`src/rtl/ysyx_exu_lsq.sv`:
```
// In-order load/store queue: buffers EXU memory ops, issues one bus access at a time
// from the head, holds speculative ops until commit, and returns extended load data.
module ysyx_exu_lsq #(
    parameter int XLEN  = 32,
    parameter int DEPTH = 4,
    parameter int RD_W  = 4
) (
    input  logic                       clk,
    input  logic                       rst,
    input  logic                       req_valid_i,
    output logic                       req_ready_o,
    input  logic                       req_wen_i,
    input  logic [XLEN-1:0]            req_addr_i,
    input  logic [XLEN-1:0]            req_wdata_i,
    input  logic [2:0]                 req_func3_i,
    input  logic [RD_W-1:0]            req_rd_i,
    input  logic                       req_spec_i,
    input  logic                       commit_i,
    input  logic                       flush_i,
    output logic                       bus_avalid_o,
    input  logic                       bus_aready_i,
    output logic                       bus_wen_o,
    output logic [XLEN-1:0]            bus_addr_o,
    output logic [XLEN-1:0]            bus_wdata_o,
    output logic [XLEN/8-1:0]          bus_wstrb_o,
    input  logic                       bus_rvalid_i,
    input  logic [XLEN-1:0]            bus_rdata_i,
    input  logic                       bus_wready_i,
    output logic                       rsp_valid_o,
    input  logic                       rsp_ready_i,
    output logic                       rsp_wen_o,
    output logic [RD_W-1:0]            rsp_rd_o,
    output logic [XLEN-1:0]            rsp_data_o,
    output logic                       rsp_err_o,
    output logic [1:0]                 dbg_state_o,
    output logic [$clog2(DEPTH):0]     dbg_count_o
);
    // Handshakes: a transfer happens on a rising edge where valid and ready are both high;
    // a valid side holds its payload stable until that edge and never withdraws early.

    localparam int PTR_W  = $clog2(DEPTH);
    localparam int CNT_W  = PTR_W + 1;
    localparam int STRB_W = XLEN / 8;
    localparam int OFF_W  = $clog2(STRB_W);

    typedef enum logic [1:0] {IDLE = 2'd0, REQ = 2'd1, WAIT = 2'd2, RSP = 2'd3} state_e;

    typedef struct packed {
        logic            wen;
        logic [XLEN-1:0] addr;
        logic [XLEN-1:0] wdata;
        logic [2:0]      func3;
        logic [RD_W-1:0] rd;
    } entry_t;

    state_e          state_q, state_d;
    logic [PTR_W-1:0] head_q, head_d, tail_q, tail_d;
    logic [CNT_W-1:0] count_q, count_d;
    logic [DEPTH-1:0] spec_q, spec_d;
    entry_t          ent_q [DEPTH];
    entry_t          ent_d [DEPTH];
    logic            rsp_wen_q, rsp_wen_d;
    logic            rsp_err_q, rsp_err_d;
    logic [RD_W-1:0] rsp_rd_q, rsp_rd_d;
    logic [XLEN-1:0] rsp_data_q, rsp_data_d;

    entry_t           head_ent;
    logic [OFF_W-1:0] head_off;
    logic             misaligned;
    logic [STRB_W-1:0] size_mask;
    logic [XLEN-1:0]  rdata_sh;
    logic [XLEN-1:0]  load_ext;
    logic [CNT_W-1:0] n_spec;
    logic             enq, pop, do_flush;

    assign head_ent = ent_q[head_q];
    assign head_off = head_ent.addr[OFF_W-1:0];

    always_comb begin
        misaligned = 1'b0;
        size_mask  = STRB_W'(1);
        case (head_ent.func3[1:0])
            2'd0: begin misaligned = 1'b0;                  size_mask = STRB_W'(8'h01); end
            2'd1: begin misaligned = head_ent.addr[0];      size_mask = STRB_W'(8'h03); end
            2'd2: begin misaligned = |head_ent.addr[1:0];   size_mask = STRB_W'(8'h0F); end
            default: begin misaligned = |head_ent.addr[2:0]; size_mask = STRB_W'(8'hFF); end
        endcase
    end

    // Read data arrives lane-positioned; move the addressed bytes down before extending.
    assign rdata_sh = bus_rdata_i >> {head_off, 3'b000};

    always_comb begin
        load_ext = rdata_sh;
        case (head_ent.func3)
            3'b000:  load_ext = XLEN'($signed(rdata_sh[7:0]));
            3'b001:  load_ext = XLEN'($signed(rdata_sh[15:0]));
            3'b010:  load_ext = XLEN'($signed(rdata_sh[31:0]));
            3'b100:  load_ext = XLEN'(rdata_sh[7:0]);
            3'b101:  load_ext = XLEN'(rdata_sh[15:0]);
            3'b110:  load_ext = XLEN'(rdata_sh[31:0]);
            default: load_ext = rdata_sh;
        endcase
    end

    always_comb begin
        n_spec = '0;
        for (int i = 0; i < DEPTH; i++) n_spec = n_spec + CNT_W'(spec_q[i]);
    end

    assign req_ready_o = rst & (count_q < CNT_W'(DEPTH)) & ~flush_i;
    assign enq         = req_valid_i & req_ready_o;
    assign pop         = (state_q == RSP) & rsp_ready_i;
    assign do_flush    = flush_i & ~commit_i;

    always_comb begin
        state_d    = state_q;
        head_d     = head_q;
        tail_d     = tail_q;
        spec_d     = spec_q;
        ent_d      = ent_q;
        rsp_wen_d  = rsp_wen_q;
        rsp_err_d  = rsp_err_q;
        rsp_rd_d   = rsp_rd_q;
        rsp_data_d = rsp_data_q;

        // Spec entries are the youngest, so a flush just rewinds the tail over them.
        if (commit_i) begin
            spec_d = '0;
        end else if (do_flush) begin
            spec_d = '0;
            tail_d = tail_q - PTR_W'(n_spec);
        end
        if (pop) begin
            head_d         = head_q + 1'b1;
            spec_d[head_q] = 1'b0;
        end
        if (enq) begin
            ent_d[tail_q]  = '{wen: req_wen_i, addr: req_addr_i, wdata: req_wdata_i,
                              func3: req_func3_i, rd: req_rd_i};
            spec_d[tail_q] = req_spec_i & ~commit_i;
            tail_d         = tail_q + 1'b1;
        end
        count_d = count_q + CNT_W'(enq) - CNT_W'(pop) - (do_flush ? n_spec : '0);

        case (state_q)
            IDLE: begin
                if (count_q != '0 && !spec_q[head_q]) begin
                    if (misaligned) begin
                        state_d    = RSP;
                        rsp_err_d  = 1'b1;
                        rsp_wen_d  = head_ent.wen;
                        rsp_rd_d   = head_ent.wen ? '0 : head_ent.rd;
                        rsp_data_d = '0;
                    end else begin
                        state_d = REQ;
                    end
                end
            end
            REQ: if (bus_aready_i) state_d = WAIT;
            WAIT: begin
                if (head_ent.wen) begin
                    if (bus_wready_i) begin
                        state_d    = RSP;
                        rsp_err_d  = 1'b0;
                        rsp_wen_d  = 1'b1;
                        rsp_rd_d   = '0;
                        rsp_data_d = '0;
                    end
                end else if (bus_rvalid_i) begin
                    state_d    = RSP;
                    rsp_err_d  = 1'b0;
                    rsp_wen_d  = 1'b0;
                    rsp_rd_d   = head_ent.rd;
                    rsp_data_d = load_ext;
                end
            end
            RSP: begin
                if (rsp_ready_i) begin
                    state_d    = IDLE;
                    rsp_err_d  = 1'b0;
                    rsp_wen_d  = 1'b0;
                    rsp_rd_d   = '0;
                    rsp_data_d = '0;
                end
            end
            default: state_d = IDLE;
        endcase
    end

    always_ff @(posedge clk or negedge rst) begin
        if (!rst) begin
            state_q    <= IDLE;
            head_q     <= '0;
            tail_q     <= '0;
            count_q    <= '0;
            spec_q     <= '0;
            rsp_wen_q  <= 1'b0;
            rsp_err_q  <= 1'b0;
            rsp_rd_q   <= '0;
            rsp_data_q <= '0;
            for (int i = 0; i < DEPTH; i++) ent_q[i] <= '0;
        end else begin
            state_q    <= state_d;
            head_q     <= head_d;
            tail_q     <= tail_d;
            count_q    <= count_d;
            spec_q     <= spec_d;
            rsp_wen_q  <= rsp_wen_d;
            rsp_err_q  <= rsp_err_d;
            rsp_rd_q   <= rsp_rd_d;
            rsp_data_q <= rsp_data_d;
            for (int i = 0; i < DEPTH; i++) ent_q[i] <= ent_d[i];
        end
    end

    assign bus_avalid_o = (state_q == REQ);
    assign bus_wen_o    = bus_avalid_o & head_ent.wen;
    assign bus_addr_o   = bus_avalid_o ? head_ent.addr : '0;
    assign bus_wdata_o  = (bus_avalid_o & head_ent.wen) ? (head_ent.wdata << {head_off, 3'b000}) : '0;
    assign bus_wstrb_o  = (bus_avalid_o & head_ent.wen) ? (size_mask << head_off) : '0;

    assign rsp_valid_o  = (state_q == RSP);
    assign rsp_wen_o    = rsp_wen_q;
    assign rsp_err_o    = rsp_err_q;
    assign rsp_rd_o     = rsp_rd_q;
    assign rsp_data_o   = rsp_data_q;

    assign dbg_state_o  = state_q;
    assign dbg_count_o  = count_q;

endmodule

```
`config.mk`:
```
export PLATFORM = sky130hd
export DESIGN_NAME = ysyx_exu_lsq
export DESIGN_NICKNAME = d
export VERILOG_FILES = /design/src/rtl/ysyx_exu_lsq.sv
export SDC_FILE = /design/constraint.sdc
export NUM_CORES = 1
export LEC_CHECK = 0
export ABC_CLOCK_PERIOD_IN_PS = 4100
export BUFFER_PORTS_ARGS = -buffer_cell sky130_fd_sc_hd__buf_2
export CAP_MARGIN = 0
export CORE_MARGIN = 1.5
export CORE_UTILIZATION = 55
export DETAILED_ROUTE_END_ITERATION = 7
export GPL_ROUTABILITY_DRIVEN = 0
export HOLD_SLACK_MARGIN = 0.12
export PLACE_DENSITY = 0.83
export SYNTH_ARGS = -nofsm -noshare
export SYNTH_HDL_FRONTEND = slang
export SYNTH_SLANG_ARGS = --single-unit
export TNS_END_PERCENT = 10
```
`constraint.sdc`:
```
create_clock -name clk -period 4.1 [get_ports clk]
set_input_delay 1.23 -clock clk [delete_from_list [all_inputs] [get_ports clk]]
set_output_delay 1.23 -clock clk [all_outputs]
set_load 0.1 [all_outputs]
```
==> results.tsv <==
metric	value	unit
tightest_slew	962.3	ps
synthArstFlopShare	100.0	%
intPower	10900	uW
die_h	175.1	um
die_w	175.1	um
synth_nets	1274	
cts_root_buf	clkbuf_16	
skew	22.05	ps
syn_inst	1143	
ys.warnings.count	0	
cts_hold_buf	0	
max-clock-path-buffers	3	
switching_share	43.31	%
fin_crit_sh	97.76	%
grt_pass1_vias	11477	
htree_levels	2	
relSlewSlack	35.85	%
yosys_register_bits	339	
grt_pass1_wl	64.47	mm
cts_tree	done	
nNetsFinal	1492	
leakage	0.009240	uW
clk_pin_slew	60	ps
synthTopCellsByArea	dfrtp_1, mux2_2, mux4_2	
final_area	0.01986	sq mm
detail-route-antenna-nets	0	
finalCriticalPeriod	4008	ps
yosysMostFrequentCell	dfrtp_1	
r2r-start	head_q[1]$_DFFE_PN0P_	
hold_path_class	reg -> reg	
synth_top_area_share	52.07	%
synthTopCellsByCount	dfrtp_1, mux2_2, mux4_2	
coreArea	0.02894	sq mm
seq_area_frac_synth	52.07	%
ys.flop_type	dfrtp_1	
synth_edf_count	0	
ir_worst_vdd	0.5381	mV
routed_wl	40.88	mm
hold_violations	0	
grt_max_degree	185	
viasPerCell	6.076	
combPwrFrac	51.9	%
pwr_density_cell	968.0	mW/mm^2
initial_core_util	56.30	%
syn_area	0.01629	sq mm
seq_power_share	29.9	%
antenna_found_initial	13	
yosysUniqueCellTypes	46	
cp-end-kind	output pin	
first_iter_violations	643	
hold_depth	1	
syn2layout_area_growth	21.90	%
cts_made_buffers	36	
post-dp-hpwl	26.88	mm
worstHoldStart	rsp_rd_o[3]$_DFFE_PN0P_	
r2r_cells	7	
hold_ws	486.2	ps
num_rows	62	
fillCellCount	1864	
multiInputGateArea	0.007589	sq mm
clk_latency	530	ps
crit_arrival	2780	ps
path_max_fanout	25	
first_pass_iters	5	
cts_sinks	339	
max_clock_freq	249.5	MHz
wl_per_cell	22.99	um
rrSetupSlack	780	ps
grtUsageTotal	27.20	%
drc	0	
drv_cap	0	
drv_slew	0	
crit_required	2870	ps
rsz0062_at_grt	true	
port_buffers	228	
syn_area_per_cell	14.25	sq um
run_status	complete, no violations	
post_dp_cell_area	0.01849	sq mm
clock_power_share	18.2	%
power_switching	8325	uW
setup_viol	0	
drive_gt1_share	53.31	%
vias	10803	
min_to	rsp_rd_o[3]$_DFFE_PN0P_	
synth_top_cell_by_area	dfrtp_1	
overflow	0	
io_pins	229	
worst_setup_path_start_kind	flip-flop	
rr_endpoint	rsp_data_o[12]$_DFFE_PN0P_	
worstSetupPathType	reg -> out	
dieArea	0.03066	sq mm
seq_area	0.008496	sq mm
## placed cells by master, fill, tap and decap left out, drive strengths merged, types with 23 or more instances in the layout
cell type and count:
nand2 59, mux2 300, dfrtp 339, and2 34
a32o 23, clkbuf 51, mux4 73, mux2i 40
nor2 36, buf 264
## layout make-up
| type | instances | area share [%] |
|---|---|---|
| Inverter | 13 | 0.2646 |
| Multi-Input combinational cell | 707 | 38.21 |
| Clock inverter | 14 | 1.292 |
| Timing Repair Buffer | 264 | 9.684 |
| Sequential cell | 339 | 42.78 |
| Clock buffer | 51 | 5.273 |
| Antenna cell | 6 | 0.07561 |
| Tap cell | 384 | 2.419 |
## worst max-delay path by stage
stage / from / endpoint / slack (ps) / depth (start not counted)
2_1_floorplan: head_q[0]$_DFFE_PN0P_ / bus_wdata_o[24] / -400 / 7
3_3_place_gp: head_q[0]$_DFFE_PN0P_ / bus_wdata_o[24] / 450 / 5
3_5_place_dp: head_q[0]$_DFFE_PN0P_ / bus_wdata_o[27] / 410 / 6
4_1_cts: head_q[1]$_DFFE_PN0P_ / bus_wdata_o[26] / 30 / 6
5_1_grt: head_q[0]$_DFFE_PN0P_ / bus_wdata_o[4] / -30 / 6
6_report: head_q[1]$_DFFE_PN0P_ / bus_wdata_o[27] / 90 / 6
## power by group through the flow
| stage | logic, uW | registers (uW) | clock network (uW) |
|---|---|---|---|
| 5_1_grt | 10500 | 5920 | 3690 |
| 3_5_place_dp | 9800 | 5770 | 0 |
| 2_1_floorplan | 7020 | 6270 | 0 |
| 3_3_place_gp | 9590 | 5650 | 0 |
| 4_1_cts | 9950 | 5730 | 3550 |
| 6_report | 9980 | 5750 | 3490 |
## per-stage QoR
step	power, uW	TNS (ps)	cells	util (%)	setup WS (ps)
after detailed placement	15580	0	1704	63.91	411.7
final	19220	0	1778	68.63	91.68
after global placement	15240	0	1704	63.91	452.9
after floorplan	13290	-3263	1143	-	-404.1
after CTS	19230	0	1772	68.53	33.98
after global routing	20130	-73.12	1776	68.62	-26.04
## registers in the layout (all words and copies together) (netlist names)
| register | cells |
|---|---|
| dbg_state_o | 2 |
| rsp_data_o | 32 |
| spec_q | 4 |
| dbg_count_o | 3 |
| tail_q | 2 |
| rsp_rd_o | 4 |
| rsp_err_o | 1 |
| rsp_wen_o | 1 |
| head_q | 2 |
| ent_q | 288 |
## kinds of logic (layout without fill, tap and decap cells)
group,Yosys count,in the layout,synth area share [%]
multiplexers,413,413,33.46
XOR/XNOR,6,6,0.3226
other,0,6,0
AO/OA/AOI/OAI,90,90,4.485
flip-flops,339,339,52.07
buffers and inverters,97,342,2.711
AND/OR/NAND/NOR,181,181,5.507
adder cells (fa/ha/maj),17,17,1.444
## critical path, stage by stage (launching register included)
cell and delay [ps]:
dfrtp_4 680, mux4_2 470, buf_4 250, mux2i_1 140, buf_4 160, a211oi_2 310
buf_12 220
## routing by layer
metal  part of all wire, %  vias to the layer above  global-route usage, %
li1                      -                     4669                      -
met1                    40                     5665                  35.10
met2                    50                      359                  44.54
met3                   6.8                       96                  6.571
met4                   3.3                       14                  10.72
met5                  0.20                        -                      0
## timing repair
action / in CTS / in global routing
setup buffers: 3 / 0
setup endpoints to repair: 25 / 14
resized for setup: 0 / 4
hold endpoints to repair: 0 / 0
pin swaps: 0 / 0
cloned: 0 / 0
No activity file was read; power rests on OpenSTA's default activity.
